## config.mk

```make
export PLATFORM = sky130hd
export DESIGN_NAME = board_frame_scheduler
export DESIGN_NICKNAME = d
export VERILOG_FILES = /design/src/rtl/tetris_pkg.sv /design/src/rtl/frame_tick_div.sv /design/src/rtl/board_frame_scheduler.sv
export SDC_FILE = /design/constraint.sdc
export NUM_CORES = 1
export LEC_CHECK = 0
export CAP_MARGIN = 30
export CORE_ASPECT_RATIO = 0.75
export CORE_UTILIZATION = 50
export DETAILED_ROUTE_END_ITERATION = 7
export GPL_TIMING_DRIVEN = 1
export PLACE_DENSITY = 0.83
export SYNTH_ARGS = -nofsm -noshare
export SYNTH_HDL_FRONTEND = slang
export SYNTH_SLANG_ARGS = --single-unit
```

## constraint.sdc

```tcl
create_clock -name clk25MHz -period 4.6 [get_ports clk25MHz]
set_input_delay 1.38 -clock clk25MHz [delete_from_list [all_inputs] [get_ports clk25MHz]]
set_output_delay 1.38 -clock clk25MHz [all_outputs]
set_load 0.01 [all_outputs]
```

## src/rtl/tetris_pkg.sv

```systemverilog
// Shared Tetris board geometry, VGA timing constants and scheduler state type.
package tetris_pkg;

    localparam int BOARD_ROWS   = 20;
    localparam int BOARD_COLS   = 12;
    localparam int BOARD_BITS   = BOARD_ROWS * BOARD_COLS;

    localparam int H_TOTAL      = 800;
    localparam int V_ACTIVE_END = 514;

    typedef enum logic {
        IDLE    = 1'b0,
        PENDING = 1'b1
    } sched_state_t;

endpackage

```

## src/rtl/frame_tick_div.sv

```systemverilog
// Frame counter: emits a frame_tick on every vblank event and a game_tick
// on the vblank where the counter wraps after FRAME_DIV frames.
module frame_tick_div #(
    parameter int FRAME_DIV = 30
) (
    input  logic clk,
    input  logic rst_n,
    input  logic vblank,
    output logic frame_tick,
    output logic game_tick
);

    localparam int CW = (FRAME_DIV > 1) ? $clog2(FRAME_DIV) : 1;
    localparam logic [CW-1:0] LAST = CW'(FRAME_DIV - 1);

    logic [CW-1:0] frame_cnt;

    // Advance the frame counter on each vblank and register the tick pulses.
    always_ff @(posedge clk or negedge rst_n) begin
        if (!rst_n) begin
            frame_cnt  <= '0;
            frame_tick <= 1'b0;
            game_tick  <= 1'b0;
        end else begin
            frame_tick <= vblank;
            game_tick  <= 1'b0;
            if (vblank) begin
                if (frame_cnt == LAST) begin
                    frame_cnt <= '0;
                    game_tick <= 1'b1;
                end else begin
                    frame_cnt <= frame_cnt + 1'b1;
                end
            end
        end
    end

endmodule

```

## src/rtl/board_frame_scheduler.sv

```systemverilog
// Display-board owner: buffers one game-logic update in a shadow register and
// commits it (or a pending clear) only at the start of vertical blanking.
// Optional statistics counters are enabled with BOARD_SCHED_STATS_EN.
module board_frame_scheduler
    import tetris_pkg::BOARD_BITS, tetris_pkg::sched_state_t,
           tetris_pkg::IDLE, tetris_pkg::PENDING;
#(
    parameter int H_TOTAL      = tetris_pkg::H_TOTAL,
    parameter int V_ACTIVE_END = tetris_pkg::V_ACTIVE_END,
    parameter int FRAME_DIV    = 30
) (
    input  logic                  clk25MHz,
    input  logic                  rst_n,
    input  logic [9:0]            counter_x,
    input  logic [9:0]            counter_y,
    input  logic                  upd_valid,
    input  logic [BOARD_BITS-1:0] upd_data,
    output logic                  upd_ready,
    input  logic                  clear_req,
    output logic [BOARD_BITS-1:0] board,
    output logic                  frame_tick,
    output logic                  game_tick,
    output logic                  commit_done,
    output logic                  upd_dropped
`ifdef BOARD_SCHED_STATS_EN
    ,
    output logic [15:0]           commit_cnt,
    output logic [15:0]           stall_cnt
`endif
);

    sched_state_t          state;
    logic [BOARD_BITS-1:0] shadow;
    logic                  clear_flag;
    logic                  vblank;
    logic                  clear_now;
    logic                  commit_now;

    // Vblank event is the last pixel of the last active line.
    assign vblank     = (counter_x == 10'(H_TOTAL - 1)) && (counter_y == 10'(V_ACTIVE_END));
    // A clear requested on the vblank cycle itself still applies at this vblank.
    assign clear_now  = vblank && (clear_flag || clear_req);
    assign commit_now = vblank && (clear_now || (state == PENDING));

    // Handshake, shadow capture and vblank-aligned commit/clear of the board.
    always_ff @(posedge clk25MHz or negedge rst_n) begin
        if (!rst_n) begin
            state       <= IDLE;
            upd_ready   <= 1'b1;
            shadow      <= '0;
            board       <= '0;
            clear_flag  <= 1'b0;
            commit_done <= 1'b0;
            upd_dropped <= 1'b0;
        end else begin
            commit_done <= commit_now;
            upd_dropped <= 1'b0;
            if (clear_req) begin
                clear_flag <= 1'b1;
            end
            case (state)
                IDLE: begin
                    if (clear_now) begin
                        board      <= '0;
                        clear_flag <= 1'b0;
                    end
                    if (upd_valid) begin
                        shadow    <= upd_data;
                        state     <= PENDING;
                        upd_ready <= 1'b0;
                    end
                end
                PENDING: begin
                    if (clear_now) begin
                        board       <= '0;
                        shadow      <= '0;
                        clear_flag  <= 1'b0;
                        upd_dropped <= 1'b1;
                        state       <= IDLE;
                        upd_ready   <= 1'b1;
                    end else if (vblank) begin
                        board     <= shadow;
                        state     <= IDLE;
                        upd_ready <= 1'b1;
                    end
                end
                default: begin
                    state     <= IDLE;
                    upd_ready <= 1'b1;
                end
            endcase
        end
    end

    frame_tick_div #(
        .FRAME_DIV (FRAME_DIV)
    ) u_frame_tick_div (
        .clk        (clk25MHz),
        .rst_n      (rst_n),
        .vblank     (vblank),
        .frame_tick (frame_tick),
        .game_tick  (game_tick)
    );

`ifdef BOARD_SCHED_STATS_EN
    // Commit counter wraps; stall counter saturates at all ones.
    always_ff @(posedge clk25MHz or negedge rst_n) begin
        if (!rst_n) begin
            commit_cnt <= '0;
            stall_cnt  <= '0;
        end else begin
            if (commit_now) begin
                commit_cnt <= commit_cnt + 16'd1;
            end
            if (upd_valid && !upd_ready && (stall_cnt != 16'hFFFF)) begin
                stall_cnt <= stall_cnt + 16'd1;
            end
        end
    end
`endif

endmodule

```

Word-level counts from Yosys, hierarchy flattened
Index checks and enable logic that the tools add are counted.
- multiplexer cells: 21
- bitwise operators: 1
- eq/ne operators: 7
- reduce and logical (&&, ||, !) cells: 9
- add/sub/neg operators: 1
- operators by type and width (kind ; count):
    2-to-1 mux 240 bit ; 4
    one-hot mux 240 bit (2 select lines) ; 2
    == test 10 bit, second input constant ; 2
    2-to-1 mux 1 bit ; 12
    AND reduction 2 bit ; 3
    adder 5 x 1 -> 5 bit, second input constant ; 1
    == test 5 bit, second input constant ; 1
    2-to-1 mux 5 bit ; 1
    inequality test 2 bit, second input constant ; 2
    one-hot mux 1 bit (2 select lines) ; 2
    logical AND 1 bit ; 3
    inequality test 3 x 1 -> 1 bit, second input constant ; 1
    logical OR 1 bit ; 2
    inequality test 2 x 1 -> 1 bit, second input constant ; 1
    nonzero test 2 bit ; 1
    inverter 1 bit ; 1
- bits in registers: 492
- input port bits: 264
- word-level logic and storage cells: 49
- output and inout port bits: 245

Longest topological paths before layout
Gate-level depths: netlist of run 1.
- word-level depth: 5
- mapped depth: 7
- depth with buffers taken out: 6

Modules after synthesis
A second synthesis of run 1 with hierarchy kept.
- cell total of the unflattened synthesis: 1631
- area, all modules: 18457.7 µm²
- modules (own cells, without submodules) (module ; area an instance (µm²) ; cells each ; times used ; seq. area each (µm²)):
    board_frame_scheduler ; 18121.1 ; 1600 ; 1 ; 12137.9
    frame_tick_div ; 336.6 ; 31 ; 1 ; 175.2

Worst setup path after synthesis of run 1
No wires, ideal clock.
- kind: in2reg
- start: input port counter_x[7]
- end: register board[0]
- data required time: 4.479 ns
- setup slack: 1.664 ns
- data arrival time: 2.815 ns
- path buffers: 3
- library setup time: 0.121 ns
- stages on the path: 7
- path through: and4bb_2 nand3_2 or3_1 buf_2 buf_6 buf_6 a22o_1
- word-level cells in the longest chain between the ends: 5
- elaborated cells between the ends (all ways): 8
- those cells by class: eq/ne (3); mux (2); reduce/logical (3)
- RTL lines (what ; RTL line ; source):
    from (decl) ; board_frame_scheduler.sv:14 ; input logic [9:0] counter_x,
    == test 10 bit * ; board_frame_scheduler.sv:40 ; assign vblank = (counter_x == 10'(H_TOTAL - 1)) && (counter_y == 10'(V_ACTIVE_END));
    logical AND 1 bit * ; board_frame_scheduler.sv:40 ;
    logical AND 1 bit ; board_frame_scheduler.sv:42 ; assign clear_now = vblank && (clear_flag || clear_req);
    2-to-1 mux 240 bit (tied with other cells) ; board_frame_scheduler.sv:74 ; if (clear_now) begin
    one-hot mux 240 bit (2 select lines) / AND reduction 2 bit (equally long branches) ; -- ;
    to (signal assigned) ; board_frame_scheduler.sv:82 ; board <= shadow;
    to (decl) ; board_frame_scheduler.sv:20 ; output logic [BOARD_BITS-1:0] board,
Every way passes the cells marked *; elsewhere a longest branch is shown, timed or not.
A chain may end at the register's enable or synchronous reset.

Final worst setup path of run 1
- start: input port counter_x[6]
- end: register board[56]
The elaborated chain is that of the path after synthesis.

==> run metrics, run 1 <==
run status complete, no violations; worst slew margin relative to its limit 42.6%; Tightest Pin Transition 0.861 ns; first-pass GRT wire length 84300 um; capture point of the critical path board[56]; Final Cycle Share 71.7%; total count of hold-check failures in the final report 0; kind of path behind the tightest hold check register to register; Top Ports 509; post-route setup slack 1.30 ns; via count of the routed design 14700; setup repair after global routing missed its margin no; CP Class primary input to register; number of synthesized flops with an enable pin 0; Std-Cell Rows 60; worst clock skew 0.0166 ns; share of Yosys cell area claimed by the top area cell type 66.5%; r2r endpoint shadow[163]; maximum level of the CTS H-tree 2; clock tree from TritonCTS yes; number of nets still failing antenna checks after routing 0; fraction of synthesis flops using an asynchronous set or reset pin 100%; initial cell density of the core 51.2%; sequential fraction of the synthesis area 66.6%; Area growth, synth to finish 38.2%; Yosys cell types 31; post_cts resized 0; fraction of power consumed by sequential logic 50.5%; number of max-cap violations 0; final setup violation count 0; Register-to-Register Path Depth 4; commonest non-fill, non-tap cells in the layout sky130_fd_sc_hd__clkdlybuf4s50_1 (507), sky130_fd_sc_hd__dfrtp_1 (491), sky130_fd_sc_hd__nand2_1 (483); net switching power 1.88 mW; biggest area contributors in the synthesized netlist sky130_fd_sc_hd__dfrtp_1 (66%), sky130_fd_sc_hd__a22o_1 (11%), sky130_fd_sc_hd__nand2_1 (9.8%); die boundary width 224 um; Synth Flop Type sky130_fd_sc_hd__dfrtp_1; arrival time of data at the critical path endpoint 3.72 ns; origin of the critical flop-to-flop path state; number of clock sinks 492; net count of the mapped netlist 1898; cell type with the highest aggregate area in the netlist sky130_fd_sc_hd__dfrtp_1; CP required 5.03 ns; total of buffers placed on input and output ports 508; startpoint class of the critical path primary input; vias in the first global route 14900; endpoint class of the critical path register; worst-case setup slack after placement 0.783 ns; most common cell after layout, fill and taps aside sky130_fd_sc_hd__clkdlybuf4s50_1; root buffer selected by CTS sky130_fd_sc_hd__clkbuf_16; post-DP HPWL 34700 um; total die area 37700 um^2; Max Fclk 303 MHz; number of vias per cell after detailed routing 5.59; portion of total power attributed to the clock network 44.7%; count of routing violations after the opening detailed-route iteration 1306; CTS clk-pin slew, worst paths 0.06 ns; setup bufs post-CTS 0; fraction of power consumed by combinational cells 4.8%; number of standard cells after synthesis 1632; number of design rule violations left after detail routing 0; worst skew pair latency 0.55 ns; Avg Cell Area, Syn 11.3 um^2; nets@finish 2354; post-synthesis instance area 18500 um^2; Post-CTS Hold Buffers 0; power per cell area 349 nW/um^2; multi-input combinational cell area 5450 um^2; gpl congestion 0.846; number of antenna violations at the first check in global routing 5; die span in y 168 um; number of warnings issued by yosys 0; total congestion overflow 0; area used by sequential logic in the layout 12300 um^2; synthesized flop and latch total 492; internal power contribution 7.03 mW; total leakage power 11.4 nW; setup slack on the worst flop-to-flop path 2.45 ns; proportion of layout cells with a drive suffix above 1 5.65%; maximum number of pins on one net before global-route repair 157; drt first pass iters 5; minimum period implied by the final worst setup slack 3.30 ns; final wirelength 53900 um; TritonCTS Buffers 46; maximum ir drop on the vdd rail 0.000402 V; number of fill cells 2428; Bufs on Longest Clock Path 3; setup TNS after final layout 0 ns; core footprint 36100 um^2; Final Slew Violations 0; post-detailed-route wirelength per cell 20.5 um; critical path fanouts, max 82; Layout Utilization 70.7%; Global Route Usage Sum 28.4%; switching part of the total power 21.1%; launch point of the worst path counter_x[6]
-- worst min path at each step --
stage,endpoint,start,cells after the start
global route,board[199],shadow[199],1
CTS,board[67],shadow[67],1
detailed placement,board[67],shadow[67],1
global placement,board[58],shadow[58],1
finish,board[50],shadow[50],1
floorplan,board[0],shadow[0],1
-- stage by stage --
stage	instances	area (um^2)	total power, mW	hold slack, ns
3_5_place_dp	2536	23900	5.00	0.475
5_1_grt	2622	25500	9.20	0.493
6_report	2622	25500	8.90	0.485
3_3_place_gp	2536	23900	4.98	0.469
2_1_floorplan	1632	18500	4.63	0.466
4_1_cts	2620	25500	8.97	0.489
-- sequential cells by signal, summed over array words and instances (netlist names) --
register                     count
upd_ready                        1
board                          240
state                            1
upd_dropped                      1
clear_flag                       1
shadow                         240
u_frame_tick_div.frame_tick      1
u_frame_tick_div.game_tick       1
u_frame_tick_div.frame_cnt       5
commit_done                      1
-- metal layers --
metal | routed length, um | vias up | global-route usage [%]
met5 | 40 | - | 0
met4 | 2190 | 6 | 11.2
met3 | 4710 | 152 | 7.95
met2 | 25600 | 643 | 45.7
met1 | 21400 | 7310 | 36.8
li1 | - | 6541 | -
-- cell families (layout without fill, tap and decap cells) --
group                    after synthesis  in the layout  share of synthesized area, %
AO/OA/AOI/OAI                        492            492                          18.3
other                                  0              2                             0
adder cells (fa/ha/maj)                2              2                         0.135
AND/OR/NAND/NOR                      509            509                          10.9
flip-flops                           492            492                          66.6
buffers and inverters                137            629                          3.96
-- final cells by class --
class	count	area share, %
diodes	2	0.0196
multi-input cells	1003	21.4
flip-flops and latches	492	48.2
repair buffers	540	21.7
clock inverters	19	0.936
inverters	5	0.0735
well taps	496	2.43
clock buffers	65	5.31
-- cell usage after synthesis (3+ instances only) --
| master | count |
|---|---|
| sky130_fd_sc_hd__dfrtp_1 | 491 |
| sky130_fd_sc_hd__nand2_1 | 484 |
| sky130_fd_sc_hd__a22o_1 | 240 |
| sky130_fd_sc_hd__o21ai_0 | 238 |
| sky130_fd_sc_hd__clkbuf_1 | 64 |
| sky130_fd_sc_hd__buf_2 | 24 |
| sky130_fd_sc_hd__buf_6 | 22 |
| sky130_fd_sc_hd__clkbuf_2 | 18 |
| sky130_fd_sc_hd__a21oi_1 | 7 |
| sky130_fd_sc_hd__nor2_1 | 6 |
| sky130_fd_sc_hd__inv_1 | 5 |
| sky130_fd_sc_hd__buf_1 | 4 |
| sky130_fd_sc_hd__nor3_1 | 3 |
| sky130_fd_sc_hd__o31ai_1 | 3 |
-- critical path, stage by stage --
cell and delay, ns:
sky130_fd_sc_hd__clkdlybuf4s50_1 0.44, sky130_fd_sc_hd__nor4b_4 0.32, sky130_fd_sc_hd__nand2_2 0.19, sky130_fd_sc_hd__or3_4 0.69, sky130_fd_sc_hd__buf_12 0.32, sky130_fd_sc_hd__a22o_1 0.31
-- power by group through the flow --
| stage | Clock [mW] | Sequential (mW) | Combinational [mW] |
|---|---|---|---|
| finish | 3.98 | 4.50 | 0.427 |
| global route | 4.22 | 4.50 | 0.477 |
| CTS | 4.04 | 4.50 | 0.435 |
| detailed placement | 0 | 4.57 | 0.429 |
| global placement | 0 | 4.57 | 0.417 |
| floorplan | 0 | 4.56 | 0.0744 |
(Power assumes the default switching activity.)
==> run 2: changes to the inputs <==
--- a/config.mk
+++ b/config.mk
@@ -7,10 +7,10 @@
 export LEC_CHECK = 0
 export CAP_MARGIN = 30
 export CORE_ASPECT_RATIO = 0.75
-export CORE_UTILIZATION = 50
+export CORE_UTILIZATION = 48
 export DETAILED_ROUTE_END_ITERATION = 7
 export GPL_TIMING_DRIVEN = 1
-export PLACE_DENSITY = 0.83
+export PLACE_DENSITY = 0.8
 export SYNTH_ARGS = -nofsm -noshare
 export SYNTH_HDL_FRONTEND = slang
 export SYNTH_SLANG_ARGS = --single-unit
==> constraint.sdc (replaced) <==
create_clock -name clk25MHz -period 3.3 [get_ports clk25MHz]
set_input_delay 0.99 -clock clk25MHz [delete_from_list [all_inputs] [get_ports clk25MHz]]
set_output_delay 0.99 -clock clk25MHz [all_outputs]
set_load 0.01 [all_outputs]
==> run 2 against run 1 <==
Against the previous run:
- global-route usage decreased by 1.2 points
- core utilization fell by 2.1 points
- sequential power grew 39%
- sequential share of layout area decreased by 0.36 points
- combinational power up 40%
- non-clock buffer count rose by 9
- worst hold slack worse by 0.043 ns
- critical path depth did not move
- via count shrank 0.63%
- first-iteration DRC count decreased by 11%
- critical path type unchanged
- highest routed layer unchanged
==> run metrics, run 2 (synthesized netlist as in run 1, its figures left out) <==
total leakage power 11.5 nW (+0.64%); number of clock sinks 492 (unchanged); via count of the routed design 14600 (-0.63%); number of non-filler instances in the completed layout 2639 (+0.65%); clock tree from TritonCTS yes; maximum level of the CTS H-tree 2 (unchanged); endpoint class of the critical path register; critical path fanouts, max 93 (+13%); TritonCTS Buffers 46 (unchanged); post-route setup slack 0.628 ns (-0.675 ns); Final Hold Slack 0.441 ns (-0.0433 ns); worst slew margin relative to its limit 53.3% (+11 points); number of max-cap violations 0 (unchanged); total congestion overflow 0 (unchanged); number of antenna violations at the first check in global routing 7 (+2); internal power contribution 9.85 mW (+40%); commonest non-fill, non-tap cells in the layout sky130_fd_sc_hd__clkdlybuf4s50_1 (507), sky130_fd_sc_hd__dfrtp_1 (491), sky130_fd_sc_hd__nand2_1 (483); count of routing violations after the opening detailed-route iteration 1165 (-11%); die boundary width 229 um (+2.0%); post-DP HPWL 35500 um (+2.3%); initial cell density of the core 49.3% (-1.9 points); number of nets still failing antenna checks after routing 0 (unchanged); core footprint 37500 um^2 (+3.8%); fraction of power consumed by sequential logic 50.5% (about the same); setup bufs post-CTS 0 (unchanged); maximum number of pins on one net before global-route repair 94 (-40%); worst clock skew 0.00793 ns (-0.00864 ns); CP Class primary input to register; startpoint class of the critical path primary input; setup repair after global routing missed its margin no; proportion of layout cells with a drive suffix above 1 5.97% (+0.32 points); Top Ports 509 (unchanged); run status complete, no violations; Final Slew Violations 0 (unchanged); registers with the most flip-flops board x240, shadow x240, u_frame_tick_div.frame_cnt x5; worst skew pair latency 0.55 ns (about the same); total of buffers placed on input and output ports 508 (unchanged); post_cts resized 0 (unchanged); drt first pass iters 5 (unchanged); arrival time of data at the critical path endpoint 3.10 ns (-0.62 ns); kind of path behind the tightest hold check primary input to async pin; switching part of the total power 20.7% (-0.40 points); portion of total power attributed to the clock network 44.7% (about the same); post-detailed-route wirelength per cell 20.4 um (-0.51%); Bufs on Longest Clock Path 3 (unchanged); fraction of power consumed by combinational cells 4.8% (about the same); net switching power 2.56 mW (+37%); minimum period implied by the final worst setup slack 2.67 ns; Final Cycle Share 81.0%; Post-CTS Hold Buffers 0 (unchanged); root buffer selected by CTS sky130_fd_sc_hd__clkbuf_16; total die area 39300 um^2 (+4.1%); die span in y 172 um (+2.0%); vias in the first global route 14700 (-1.3%); Layout Utilization 68.7% (-2.1 points); number of placed cells counting well taps 2553 (+0.67%); number of design rule violations left after detail routing 0 (unchanged); gpl congestion 0.839 (-0.86%); final setup violation count 0 (unchanged); Area growth, synth to finish 39.2%; Std-Cell Rows 61 (+1.7%); final wirelength 53900 um (+0.14%); CTS clk-pin slew, worst paths 0.07 ns (about the same); Tightest Pin Transition 0.701 ns (-0.160 ns); first-pass GRT wire length 83900 um (-0.57%); maximum ir drop on the vdd rail 0.000338 V (-16%); power per cell area 482 nW/um^2 (+38%); nets@finish 2363 (+0.38%); number of vias per cell after detailed routing 5.52 (-1.3%); Max Fclk 374 MHz; setup TNS after final layout 0 ns (unchanged); Global Route Usage Sum 27.2% (-1.2 points); CP required 3.73 ns (-1.30 ns); worst-case setup slack after placement 0.159 ns (-0.624 ns); total count of hold-check failures in the final report 0 (unchanged); most common cell after layout, fill and taps aside sky130_fd_sc_hd__clkdlybuf4s50_1
-- run 2: cell types whose count changed in the layout (fill, tap and decap cells not counted) --
cell | before | now
sky130_fd_sc_hd__bufinv_16 | 5 | 4
sky130_fd_sc_hd__clkbuf_8 | 7 | 14
sky130_fd_sc_hd__buf_12 | 16 | 24
sky130_fd_sc_hd__buf_4 | 16 | 17
sky130_fd_sc_hd__inv_8 | 1 | 0
sky130_fd_sc_hd__diode_2 | 2 | 6
sky130_fd_sc_hd__clkbuf_1 | 9 | 7
sky130_fd_sc_hd__clkinvlp_4 | 2 | 0
sky130_fd_sc_hd__inv_6 | 1 | 0
sky130_fd_sc_hd__clkinv_2 | 9 | 5
-- run 2: layout make-up --
type                       count  area (um^2)
multi-input combinational   1003         5450
antenna                        6         15.0
tap                          504          631
sequential                   492        12300
clock buffer                  70         1450
inverter                       5         18.8
clock inverter                10          154
fill                        2683        11700
timing repair buffer         549         5700
-- run 2: path summary, 6_finish.rpt --
check                              from          end  slack [ns]  cells past startpoint
max in group asynchronous         rst_n   board[164]        1.95                      2
min                               rst_n   shadow[38]        0.44                      1
max                        counter_y[4]   board[154]        0.63                      6
min in group clk25MHz       shadow[187]   board[187]        0.48                      1
max reg2reg                       state  shadow[201]        1.52                      5
min reg2reg                 shadow[187]   board[187]        0.48                      1
-- run 2: power groups by stage --
stage	logic [mW]	registers, mW	clock network, mW
after floorplan	0.104	6.35	0
after global placement	0.588	6.36	0
after detailed placement	0.599	6.37	0
after CTS	0.607	6.26	5.65
after global routing	0.666	6.28	5.89
final	0.596	6.27	5.55
-- run 2: per-stage QoR --
stage / area, um^2 / power, mW
floorplan: 18500 / 6.46
global placement: 24100 / 6.95
detailed placement: 24100 / 6.97
CTS: 25700 / 12.5
global route: 25700 / 12.8
finish: 25700 / 12.4
-- run 2: worst max-delay path, cell delays in order --
cell,delay (ns)
sky130_fd_sc_hd__clkdlybuf4s50_1,0.45
sky130_fd_sc_hd__nor4_4,0.31
sky130_fd_sc_hd__nand2_2,0.18
sky130_fd_sc_hd__or3_4,0.50
sky130_fd_sc_hd__buf_12,0.22
sky130_fd_sc_hd__a22o_1,0.32
-- run 2: routing by layer --
layer  track usage, %  wire (um)  vias up
li1                 -          -     6549
met1             36.0      21700     7284
met2             43.3      25800      596
met3             7.27       4270      129
met4             10.6       2100        2
met5                0         13        -
==> run 3: changes to the inputs <==
--- a/config.mk
+++ b/config.mk
@@ -7,10 +7,10 @@
 export LEC_CHECK = 0
 export CAP_MARGIN = 30
 export CORE_ASPECT_RATIO = 0.75
-export CORE_UTILIZATION = 48
+export CORE_UTILIZATION = 43
 export DETAILED_ROUTE_END_ITERATION = 7
 export GPL_TIMING_DRIVEN = 1
-export PLACE_DENSITY = 0.8
+export PLACE_DENSITY = 0.76
 export SYNTH_ARGS = -nofsm -noshare
 export SYNTH_HDL_FRONTEND = slang
 export SYNTH_SLANG_ARGS = --single-unit
==> constraint.sdc (replaced) <==
create_clock -name clk25MHz -period 2.3 [get_ports clk25MHz]
set_input_delay 0.69 -clock clk25MHz [delete_from_list [all_inputs] [get_ports clk25MHz]]
set_output_delay 0.69 -clock clk25MHz [all_outputs]
set_load 0.01 [all_outputs]
==> run 3 against run 2 <==
Against the previous run:
- count of clock-buffer cells in the layout unchanged
- critical path depth unchanged
- highest routed layer unchanged
- sequential power increased by 43%
- design area increased by 2.5%
- global-route usage decreased by 2.6 points
- routed wire length decreased by 0.13%
==> run metrics, run 3 (synthesized netlist as in run 1, its figures left out) <==
total die area 43800 um^2 (+12%); number of fill cells 3215 (+20%); startpoint class of the critical path primary input; maximum ir drop on the vdd rail 0.000554 V (+64%); die boundary width 241 um (+5.6%); endpoint class of the critical path register; final wirelength 53900 um (-0.13%); run status complete, no violations; worst slew margin relative to its limit 64.5% (+11 points); number of nets still failing antenna checks after routing 0 (unchanged); commonest non-fill, non-tap cells in the layout sky130_fd_sc_hd__clkdlybuf4s50_1 (506), sky130_fd_sc_hd__dfrtp_1 (491), sky130_fd_sc_hd__nand2_1 (483); worst clock skew 0.0182 ns (+0.0103 ns); total leakage power 11.8 nW (+2.7%); count of routing violations after the opening detailed-route iteration 901 (-23%); total congestion overflow 0 (unchanged); power per cell area 677 nW/um^2 (+40%); first-pass GRT wire length 84800 um (+1.1%); Tightest Pin Transition 0.532 ns (-0.169 ns); die span in y 182 um (+5.6%); registers with the most flip-flops board x240, shadow x240, u_frame_tick_div.frame_cnt x5; vias in the first global route 15200 (+3.1%); post-DP HPWL 36800 um (+3.6%); most common cell after layout, fill and taps aside sky130_fd_sc_hd__clkdlybuf4s50_1; number of vias per cell after detailed routing 5.35 (-3.1%); Bufs on Longest Clock Path 3 (unchanged); setup repair after global routing missed its margin no; Post-CTS Hold Buffers 0 (unchanged); drt first pass iters 5 (unchanged); number of non-filler instances in the completed layout 2753 (+4.3%); critical path fanouts, max 87 (-6.5%); number of clock sinks 492 (unchanged); area used by sequential logic in the layout 12300 um^2 (unchanged); total of buffers placed on input and output ports 508 (unchanged); clock tree from TritonCTS yes; arrival time of data at the critical path endpoint 2.70 ns (-0.40 ns); minimum period implied by the final worst setup slack 2.27 ns; Top Ports 509 (unchanged); CTS clk-pin slew, worst paths 0.06 ns (about the same); Final Slew Violations 0 (unchanged); nets@finish 2411 (+2.0%); final setup violation count 0 (unchanged); total count of hold-check failures in the final report 0 (unchanged); Max Fclk 440 MHz; number of max-cap violations 0 (unchanged); gpl congestion 0.869 (+3.5%); root buffer selected by CTS sky130_fd_sc_hd__clkbuf_16; Std-Cell Rows 65 (+6.6%); kind of path behind the tightest hold check primary input to async pin; proportion of layout cells with a drive suffix above 1 7.85% (+1.9 points); CP required 2.73 ns (-1.00 ns); Global Route Usage Sum 24.6% (-2.6 points); post-detailed-placement cell area 24800 um^2 (+2.7%); Area growth, synth to finish 42.7%; TritonCTS Buffers 47 (+2.2%); via count of the routed design 14700 (+1.1%); maximum level of the CTS H-tree 2 (unchanged); post-route cell area 26400 um^2 (+2.5%); number of placed cells counting well taps 2665 (+4.4%); number of antenna violations at the first check in global routing 7 (unchanged); multi-input combinational cell area 5450 um^2 (unchanged); CP Class primary input to register; initial cell density of the core 43.8% (-5.5 points); worst skew pair latency 0.55 ns (about the same); Final Cycle Share 98.8%; maximum number of pins on one net before global-route repair 93 (-1.1%); post-detailed-route wirelength per cell 19.6 um (-4.3%); number of design rule violations left after detail routing 0 (unchanged); core footprint 42200 um^2 (+13%)
-- run 3: cell types whose count changed in the layout (fill, tap and decap cells not counted) --
cell                              before  now
sky130_fd_sc_hd__buf_12               24   42
sky130_fd_sc_hd__buf_4                17   46
sky130_fd_sc_hd__bufinv_16             4    5
sky130_fd_sc_hd__clkbuf_1              7   12
sky130_fd_sc_hd__clkbuf_8             14    9
sky130_fd_sc_hd__clkdlybuf4s50_1     507  506
sky130_fd_sc_hd__clkinv_2              5    6
sky130_fd_sc_hd__dlygate4sd2_1         0    1
-- run 3: metrics by stage --
| step | hold slack (ns) | util (%) | total power [mW] | setup WS [ns] | TNS (ns) |
|---|---|---|---|---|---|
| 2_1_floorplan | 0.394 | - | 9.26 | 0.0540 | 0 |
| 3_3_place_gp | 0.469 | 58.7 | 10.0 | -0.458 | -192.93 |
| 3_5_place_dp | 0.474 | 58.7 | 10.1 | -0.501 | -212.36 |
| 4_1_cts | 0.112 | 62.4 | 18.0 | 0.0230 | 0 |
| 5_1_grt | 0.119 | 62.5 | 18.5 | 0.00832 | 0 |
| 6_report | 0.118 | 62.5 | 17.9 | 0.0270 | 0 |
-- run 3: path summary, 6_finish.rpt --
| kind | from | to | slack [ns] | cells after the start |
|---|---|---|---|---|
| hold / removal | rst_n | board[155] | 0.12 | 1 |
| min in group clk25MHz | shadow[121] | board[121] | 0.48 | 1 |
| max in group asynchronous | rst_n | board[82] | 1.44 | 2 |
| hold reg to reg | shadow[121] | board[121] | 0.48 | 1 |
| setup / recovery | counter_y[4] | board[175] | 0.03 | 6 |
| setup reg to reg | state | shadow[191] | 0.46 | 5 |
-- run 3: repair_timing --
action | CTS | global route
pin swaps | 0 | 1
hold endpoints to repair | 0 | 0
resized for setup | 1 | 0
setup endpoints to repair | 1 | 10
buffers inserted | 0 | 0
-- run 3: layout make-up --
| type | instances | area share (%) |
|---|---|---|
| sequential | 492 | 46.7 |
| tap | 569 | 2.70 |
| inverter | 5 | 0.0712 |
| antenna | 6 | 0.0569 |
| multi-input combinational | 1003 | 20.7 |
| clock buffer | 70 | 5.29 |
| clock inverter | 12 | 0.716 |
| timing repair buffer | 596 | 23.8 |
-- run 3: routing by layer --
| metal | up-vias | wire length [um] | global-route usage (%) |
|---|---|---|---|
| met5 | - | 13 | 0 |
| li1 | 6650 | - | - |
| met2 | 536 | 25400 | 38.8 |
| met4 | 2 | 2200 | 10.8 |
| met1 | 7409 | 22100 | 32.1 |
| met3 | 128 | 4100 | 6.37 |
-- run 3: worst max-delay path, cell delays in order --
cell and delay, ns:
sky130_fd_sc_hd__clkdlybuf4s50_1 0.46, sky130_fd_sc_hd__nor4_4 0.32, sky130_fd_sc_hd__nand2_2 0.13, sky130_fd_sc_hd__or3_4 0.47, sky130_fd_sc_hd__buf_12 0.21, sky130_fd_sc_hd__a22o_1 0.32
-- run 3: power by group --
group / internal, mW / leakage [nW] / switching, mW / total, mW
Combinational: 0.529 / 4.40 / 0.366 / 0.895
Sequential: 8.87 / 6.60 / 0.122 / 8.99
Clock: 4.74 / 0.781 / 3.23 / 7.97
Total: 14.1 / 11.8 / 3.72 / 17.9
